**config.mk**
```make
export PLATFORM = sky130hd
export DESIGN_NAME = uart16550_axil_tx_flat
export DESIGN_NICKNAME = d
export VERILOG_FILES = /design/src/rtl/uart16550_axil_tx_if.sv /design/src/rtl/uart16550_axil_tx.sv /design/src/flat_wrapper.sv
export SDC_FILE = /design/constraint.sdc
export NUM_CORES = 1
export LEC_CHECK = 0
export CORE_UTILIZATION = 50
export CTS_BUF_LIST = sky130_fd_sc_hd__clkbuf_8 sky130_fd_sc_hd__clkbuf_16
export DETAILED_ROUTE_END_ITERATION = 10
export GPL_TIMING_DRIVEN = 0
export PLACE_DENSITY = 0.75
export SYNTH_ARGS = -nofsm -noshare
export SYNTH_HDL_FRONTEND = slang
export SYNTH_SLANG_ARGS = --single-unit
```
**constraint.sdc**
```tcl
create_clock -name clk -period 2.7 [get_ports clk]
set_input_delay 0.405 -clock clk [delete_from_list [all_inputs] [get_ports clk]]
set_output_delay 0.405 -clock clk [all_outputs]
set_load 0.05 [all_outputs]
```
**src/rtl/uart16550_axil_tx_if.sv**
```systemverilog
// rtl/uart16550_axil_tx_if.sv - TX FIFO pop handshake between FIFO and transmit shifter
//
// Purpose: groups the TX FIFO head/empty/pop signals into one bundle.
// Signals:
//   fifo_odata  [7:0]  head byte of the TX FIFO, valid while fifo_empty=0
//   fifo_empty         FIFO holds no byte
//   fifo_read          one-cycle pop strobe from the shifter
// Modports:
//   master  transmit shifter side (consumes bytes, issues pops)
//   slave   FIFO side (presents head byte, accepts pops)

interface uart16550_axil_tx_if;
  logic [7:0] fifo_odata;
  logic       fifo_empty;
  logic       fifo_read;

  modport master (input fifo_odata, input fifo_empty, output fifo_read);
  modport slave  (output fifo_odata, output fifo_empty, input fifo_read);
endinterface

```
**src/rtl/uart16550_axil_tx.sv**
```systemverilog
// rtl/uart16550_axil_tx.sv - 16550-style UART transmit shifter with FIFO pop and break
//
// Purpose: serialises bytes from the TX FIFO as start / 5..8 data bits (LSB first) /
// optional parity / 1, 1.5 or 2 stop bits, at 16 baud_ticks per bit.
// Ports:
//   clk        in   single clock, rising edge
//   reset_n    in   synchronous active-low reset
//   baud_tick  in   16x oversample enable, one clk wide
//   fifo       if   TX FIFO handshake (master modport: odata/empty in, read out)
//   wls        in   word length select 00=5 .. 11=8 bits
//   stb        in   stop bits: 0=1, 1=1.5 (wls=00) or 2
//   pen/eps/sp in   parity enable / even parity / stick parity
//   set_break  in   force txd low
//   txd        out  serial line, idle high
//   tx_idle    out  high while the shifter is idle

module uart16550_axil_tx (
  input  logic                clk,
  input  logic                reset_n,
  input  logic                baud_tick,
  uart16550_axil_tx_if.master fifo,
  input  logic [1:0]          wls,
  input  logic                stb,
  input  logic                pen,
  input  logic                eps,
  input  logic                sp,
  input  logic                set_break,
  output logic                txd,
  output logic                tx_idle
);

  typedef enum logic [2:0] {
    S_IDLE   = 3'd0,
    S_START  = 3'd1,
    S_DATA   = 3'd2,
    S_PARITY = 3'd3,
    S_STOP   = 3'd4
  } state_t;

  state_t     state_q, state_d;
  logic [3:0] tick_q, tick_d;
  logic [2:0] bit_q, bit_d;
  logic [7:0] shift_q, shift_d;
  logic [1:0] wls_q, wls_d;
  logic       stb_q, stb_d;
  logic       pen_q, pen_d;
  logic       par_q, par_d;
  logic       txd_q, read_q, idle_q;
  logic       line_d, load;
  logic       tick_end, stop_end;
  logic [7:0] data_m;
  logic       par_new;

  assign tick_end = baud_tick && (tick_q == 4'hF);

  // Parity is resolved at load time from the live config, so eps/sp need no
  // storage of their own; only the word-length-masked data takes part.
  assign data_m  = fifo.fifo_odata & (8'hFF >> (2'd3 - wls));
  assign par_new = sp ? ~eps : (eps ? ^data_m : ~(^data_m));

  // Stop phase: bit_q counts completed stop bit periods. The half bit of the
  // 1.5-stop case ends after 8 ticks of the second period.
  assign stop_end = baud_tick &&
                    (stb_q ? ((bit_q == 3'd1) &&
                              (tick_q == ((wls_q == 2'b00) ? 4'd7 : 4'd15)))
                           : (tick_q == 4'hF));

  always_comb begin
    state_d = state_q;
    tick_d  = baud_tick ? tick_q + 4'd1 : tick_q;
    bit_d   = bit_q;
    shift_d = shift_q;
    wls_d   = wls_q;
    stb_d   = stb_q;
    pen_d   = pen_q;
    par_d   = par_q;
    load    = 1'b0;
    line_d  = 1'b1;

    case (state_q)
      S_IDLE: begin
        tick_d = 4'd0;
        load   = !fifo.fifo_empty;
      end
      S_START: begin
        if (tick_end) begin
          state_d = S_DATA;
          bit_d   = 3'd0;
        end
      end
      S_DATA: begin
        if (tick_end) begin
          shift_d = {1'b0, shift_q[7:1]};
          if (bit_q == ({1'b0, wls_q} + 3'd4)) begin
            state_d = pen_q ? S_PARITY : S_STOP;
            bit_d   = 3'd0;
          end else begin
            bit_d = bit_q + 3'd1;
          end
        end
      end
      S_PARITY: begin
        if (tick_end) begin
          state_d = S_STOP;
          bit_d   = 3'd0;
        end
      end
      S_STOP: begin
        if (stop_end) begin
          tick_d = 4'd0;
          bit_d  = 3'd0;
          if (!fifo.fifo_empty) begin
            load = 1'b1;
          end else begin
            state_d = S_IDLE;
          end
        end else if (tick_end) begin
          bit_d = 3'd1;
        end
      end
      default: begin
        state_d = S_IDLE;
        tick_d  = 4'd0;
        bit_d   = 3'd0;
      end
    endcase

    // A load overrides everything above; a tick in this cycle is discarded.
    if (load) begin
      state_d = S_START;
      tick_d  = 4'd0;
      bit_d   = 3'd0;
      shift_d = fifo.fifo_odata;
      wls_d   = wls;
      stb_d   = stb;
      pen_d   = pen;
      par_d   = par_new;
    end

    case (state_d)
      S_START:  line_d = 1'b0;
      S_DATA:   line_d = shift_d[0];
      S_PARITY: line_d = par_d;
      default:  line_d = 1'b1;
    endcase
  end

  always_ff @(posedge clk) begin
    if (!reset_n) begin
      state_q <= S_IDLE;
      tick_q  <= 4'd0;
      bit_q   <= 3'd0;
      shift_q <= 8'd0;
      wls_q   <= 2'd0;
      stb_q   <= 1'b0;
      pen_q   <= 1'b0;
      par_q   <= 1'b0;
      txd_q   <= 1'b1;
      read_q  <= 1'b0;
      idle_q  <= 1'b1;
    end else begin
      state_q <= state_d;
      tick_q  <= tick_d;
      bit_q   <= bit_d;
      shift_q <= shift_d;
      wls_q   <= wls_d;
      stb_q   <= stb_d;
      pen_q   <= pen_d;
      par_q   <= par_d;
      txd_q   <= set_break ? 1'b0 : line_d;
      read_q  <= load;
      idle_q  <= (state_d == S_IDLE);
    end
  end

  assign txd            = txd_q;
  assign tx_idle        = idle_q;
  assign fifo.fifo_read = read_q;

endmodule

```
**src/flat_wrapper.sv**
```systemverilog
// flat-port wrapper written by rule: the top's interface ports become plain ports
module uart16550_axil_tx_flat 
  (clk, reset_n, baud_tick, wls, stb, pen, eps, sp, set_break, txd, tx_idle, fifo_fifo_odata, fifo_fifo_empty, fifo_fifo_read);
  uart16550_axil_tx_if fifo_i ();
  input  logic clk;
  input  logic reset_n;
  input  logic baud_tick;
  input  logic [1:0] wls;
  input  logic stb;
  input  logic pen;
  input  logic eps;
  input  logic sp;
  input  logic set_break;
  output logic txd;
  output logic tx_idle;
  input wire logic [$bits(fifo_i.fifo_odata)-1:0] fifo_fifo_odata;
  input wire logic [$bits(fifo_i.fifo_empty)-1:0] fifo_fifo_empty;
  output wire logic [$bits(fifo_i.fifo_read)-1:0] fifo_fifo_read;
  assign fifo_i.fifo_odata = fifo_fifo_odata;
  assign fifo_i.fifo_empty = fifo_fifo_empty;
  assign fifo_fifo_read = fifo_i.fifo_read;
  uart16550_axil_tx u_core (.clk(clk), .reset_n(reset_n), .baud_tick(baud_tick), .fifo(fifo_i), .wls(wls), .stb(stb), .pen(pen), .eps(eps), .sp(sp), .set_break(set_break), .txd(txd), .tx_idle(tx_idle));
endmodule
```
==> reports/summary.json <==
{
  "drv_cap": 0,
  "floorplan_core_area_um2": 2545,
  "cellPowerDensity_nw_per_um2": 473.0,
  "critPathMaxStageDelay_ns": 0.48,
  "std_cell_rows": 18,
  "netSwitchingPower_mw": 0.2029,
  "unrepaired_setup_endpoints_after_global_routing": "false",
  "cts.sinks": 26,
  "syn_area_per_cell_um2": 8.679,
  "cell_with_the_largest_stage_delay_on_the_worst_path": "sky130_fd_sc_hd__clkdlybuf4s50_1",
  "required_ns": 2.86,
  "finalNetCount": 205,
  "fill_cells": 240,
  "die_area_um2": 2956,
  "final_core_utilization": 0.6485,
  "power.switching_fraction": 0.2599,
  "globalRouteTotalUtil": 0.2309,
  "endpoint_kind": "flop",
  "number_of_enable_flip_flop_cells_after_synthesis": 0,
  "numPortBuffers": 20,
  "share_of_yosys_cell_area_claimed_by_the_top_area_cell_type": 0.3796,
  "maximum_number_of_pins_on_one_net_before_global_route_repair": 14,
  "design_area_um2": 1650,
  "die-height_um": 54.37,
  "via_count_of_the_first_global_routing_pass": 1096,
  "timing.rr.start": "u_core.bit_q[0]$_SDFFE_PP0P_",
  "via_count": 1210,
  "placed_cell_area_um2": 1609,
  "tritoncts": "built",
  "mapped_nets": 180,
  "asyncSetResetFlopFracSynth": 0,
  "final-hold-violation-count": 0,
  "worst_setup_path_start_kind": "input port",
  "max_clock_freq_ghz": 0.4540,
  "top_level_ports": 22,
  "cts_repair_resize_count": 0,
  "fin_worst_hold_slack_ns": 0.4797,
  "place_hpwl_mm": 2.297,
  "die_x_um": 54.37,
  "max_root_sink_buffers": 2,
  "slew_viol_final": 0,
  "drive_above_1_share": 0.06077,
  "tritoncts.num_buffers": 3,
  "yosys_warnings": 0,
  "start_util": 0.5388,
  "cp-startpoint": "fifo_fifo_odata[2]",
  "outcome": "finished, final reports clean",
  "timing_worst_setup_path_type": "in -> reg",
  "fin_crit_sh": 0.8157,
  "share_of_the_yosys_chip_area_belonging_to_registers": 0.3796,
  "worst_pin_slew_ns": 0.6980,
  "crit_fanout": 3,
  "final.min_clock_period_ns": 2.202,
  "area_delta_synth_final_pct": 20.35,
  "antenna_cells_inserted": 0,
  "synth_most_common_cell": "sky130_fd_sc_hd__dfxtp_1",
  "clkPwrFrac": 0.277,
  "htreeDepth": 1,
  "setup_total_negative_slack_ns": 0,
  "post_drt_via_cell_ratio": 5.735,
  "drc": 0,
  "yosys_register_bits": 26,
  "antenna_violations_before_repair": 0,
  "worst_hold_startpoint": "u_core.stb_q$_SDFFE_PN0P_",
  "internal-power_mw": 0.5777,
  "first_iter_violations": 25,
  "vdd_ir_drop_max_uv": 294.9,
  "synth_flop_cell": "sky130_fd_sc_hd__dfxtp_1",
  "hold_path.class": "reg -> reg",
  "route.final.wire_length_mm": 2.988,
  "worstPathCellList": "clkdlybuf4s50_1 -> xnor3_1 -> xnor3_2 -> nor3b_1 -> o2111ai_1 -> nand3_1 -> a311o_1",
  "fin_skew_ns": 0.007879,
  "cts.repair_timing.setup_buffer_count": 0,
  "leading_cell_types_by_count_after_synthesis": "sky130_fd_sc_hd__dfxtp_1 (26), sky130_fd_sc_hd__nor2_1 (24), sky130_fd_sc_hd__nand2_1 (17), sky130_fd_sc_hd__mux2i_1 (9), sky130_fd_sc_hd__a211oi_1 (8)",
  "ys_types": 40,
  "grt.overflow.total": 0,
  "globalplace.congestion": 0.9034,
  "postSynthCellCount": 158,
  "synth.cell_area_um2": 1371,
  "global_route_wire_length_before_repair_mm": 4.830,
  "avgRoutedWirePerCell_um": 14.16,
  "cellLeakagePower_nw": 0.6669,
  "drt-pass1-iter-count": 4,
  "cts-hold-fix-buffers": 0,
  "timing.slew.headroom": 0.5286,
  "p_seq_frac": 0.531,
  "setup_violations": 0,
  "power_frac_comb": 0.192,
  "cts-root-buf": "sky130_fd_sc_hd__clkbuf_8",
  "clkSlewWorstSetupHoldPaths_ns": 0.09,
  "yosys.area.top_type": "sky130_fd_sc_hd__dfxtp_1",
  "synthTopCellsByArea": "sky130_fd_sc_hd__dfxtp_1 (38%), sky130_fd_sc_hd__mux2i_1 (6.6%), sky130_fd_sc_hd__nor2_1 (6.6%), sky130_fd_sc_hd__nand2_1 (4.7%), sky130_fd_sc_hd__a211oi_1 (4.4%)",
  "drt.antenna.violating_nets": 0,
  "arrival_ns": 2.37,
  "clock_insertion_delay_worst_skew_ns": 0.27
}
[metal layers]
layer / GRT usage / share of wire
met1: 0.3283 / 0.50
met2: 0.3516 / 0.46
met3: 0.04444 / 0.035
met4: 0.06410 / 0.0077
met5: 0 / 0
[power groups by stage]
stage                     sequential, mW  clock (mW)  combinational (mW)
after floorplan                    0.432           0              0.0844
after global placement             0.423           0               0.146
after detailed placement           0.423           0               0.149
after CTS                          0.414       0.224               0.150
after global routing               0.416       0.236               0.165
final                              0.414       0.216               0.150
[cell families (layout without fill, tap and decap cells)]
kind of cell / count (synthesis) / count (layout) / share of synthesized area
muxes: 9 / 9 / 0.06570
DFF: 26 / 26 / 0.3796
and+or+nand+nor: 65 / 65 / 0.2281
xor gates and xnor gates: 9 / 9 / 0.08395
buffers and inverters: 11 / 34 / 0.03193
AOI/OAI and AO/OA: 35 / 35 / 0.1834
adders and majority gates: 3 / 3 / 0.02738
[worst paths after layout]
| path | end | slack [ns] | cells after the start |
|---|---|---|---|
| max | u_core.txd$_SDFF_PN1_ | 0.50 | 7 |
| min | u_core.stb_q$_SDFFE_PN0P_ | 0.48 | 2 |
| max reg2reg | u_core.txd$_SDFF_PN1_ | 0.63 | 7 |
| min reg2reg | u_core.stb_q$_SDFFE_PN0P_ | 0.48 | 2 |
[critical path: cells and delay by family]
kind	cells	cell delay (ns)
and+or+nand+nor	2	0.27
xor gates and xnor gates	2	0.66
buffers and inverters	1	0.48
AOI/OAI and AO/OA	2	0.54
[layout make-up]
cell class / instances / area, µm² / share of cell area
Multi-Input combinational cell: 121 / 807.0 / 0.4890
Sequential cell: 26 / 520.5 / 0.3154
Timing Repair Buffer: 20 / 200.2 / 0.1213
Clock buffer: 3 / 41.29 / 0.02502
Tap cell: 30 / 37.54 / 0.02274
Inverter: 6 / 22.52 / 0.01365
Buffer: 5 / 21.27 / 0.01289
[stage by stage]
| stage | total power [mW] | cells | worst slack, ns |
|---|---|---|---|
| 3_5_place_dp | 0.5726 | 208 | 0.2142 |
| 2_1_floorplan | 0.5165 | 158 | 0.8206 |
| 4_1_cts | 0.7889 | 211 | 0.4935 |
| 5_1_grt | 0.8174 | 211 | 0.3676 |
| 3_3_place_gp | 0.5682 | 208 | 0.2116 |
| 6_report | 0.7806 | 211 | 0.4975 |
[state kept, by name, indices dropped and copies added (netlist names)]
| register | count |
|---|---|
| u_core.bit_q | 3 |
| u_core.fifo.fifo_read | 1 |
| u_core.par_q | 1 |
| u_core.pen_q | 1 |
| u_core.shift_q | 8 |
| u_core.state_q | 3 |
| u_core.stb_q | 1 |
| u_core.tick_q | 4 |
| u_core.tx_idle | 1 |
| u_core.txd | 1 |
| u_core.wls_q | 2 |
[cells in the final DEF, fill, tap and decap left out, types with 2 or more instances in the layout]
master                             n
sky130_fd_sc_hd__a211oi_1          8
sky130_fd_sc_hd__a41oi_1           2
sky130_fd_sc_hd__mux2i_1           9
sky130_fd_sc_hd__o21ai_0           2
sky130_fd_sc_hd__o21ai_1           4
sky130_fd_sc_hd__and2_1            3
sky130_fd_sc_hd__xor2_1            3
sky130_fd_sc_hd__inv_1             6
sky130_fd_sc_hd__nand2_1          17
sky130_fd_sc_hd__nor2_1           24
sky130_fd_sc_hd__xnor2_1           3
sky130_fd_sc_hd__clkdlybuf4s50_1  20
sky130_fd_sc_hd__nor3_1            5
sky130_fd_sc_hd__a31oi_1           2
sky130_fd_sc_hd__dfxtp_1          26
sky130_fd_sc_hd__o41ai_1           2
sky130_fd_sc_hd__a21oi_1           5
sky130_fd_sc_hd__ha_1              3
sky130_fd_sc_hd__nand3_1           3
sky130_fd_sc_hd__clkbuf_8          3
sky130_fd_sc_hd__o2111ai_1         3
sky130_fd_sc_hd__nor3b_1           5
sky130_fd_sc_hd__nor2b_1           2
sky130_fd_sc_hd__clkbuf_1          3
Note: power is estimated with default switching activity, not from simulation.
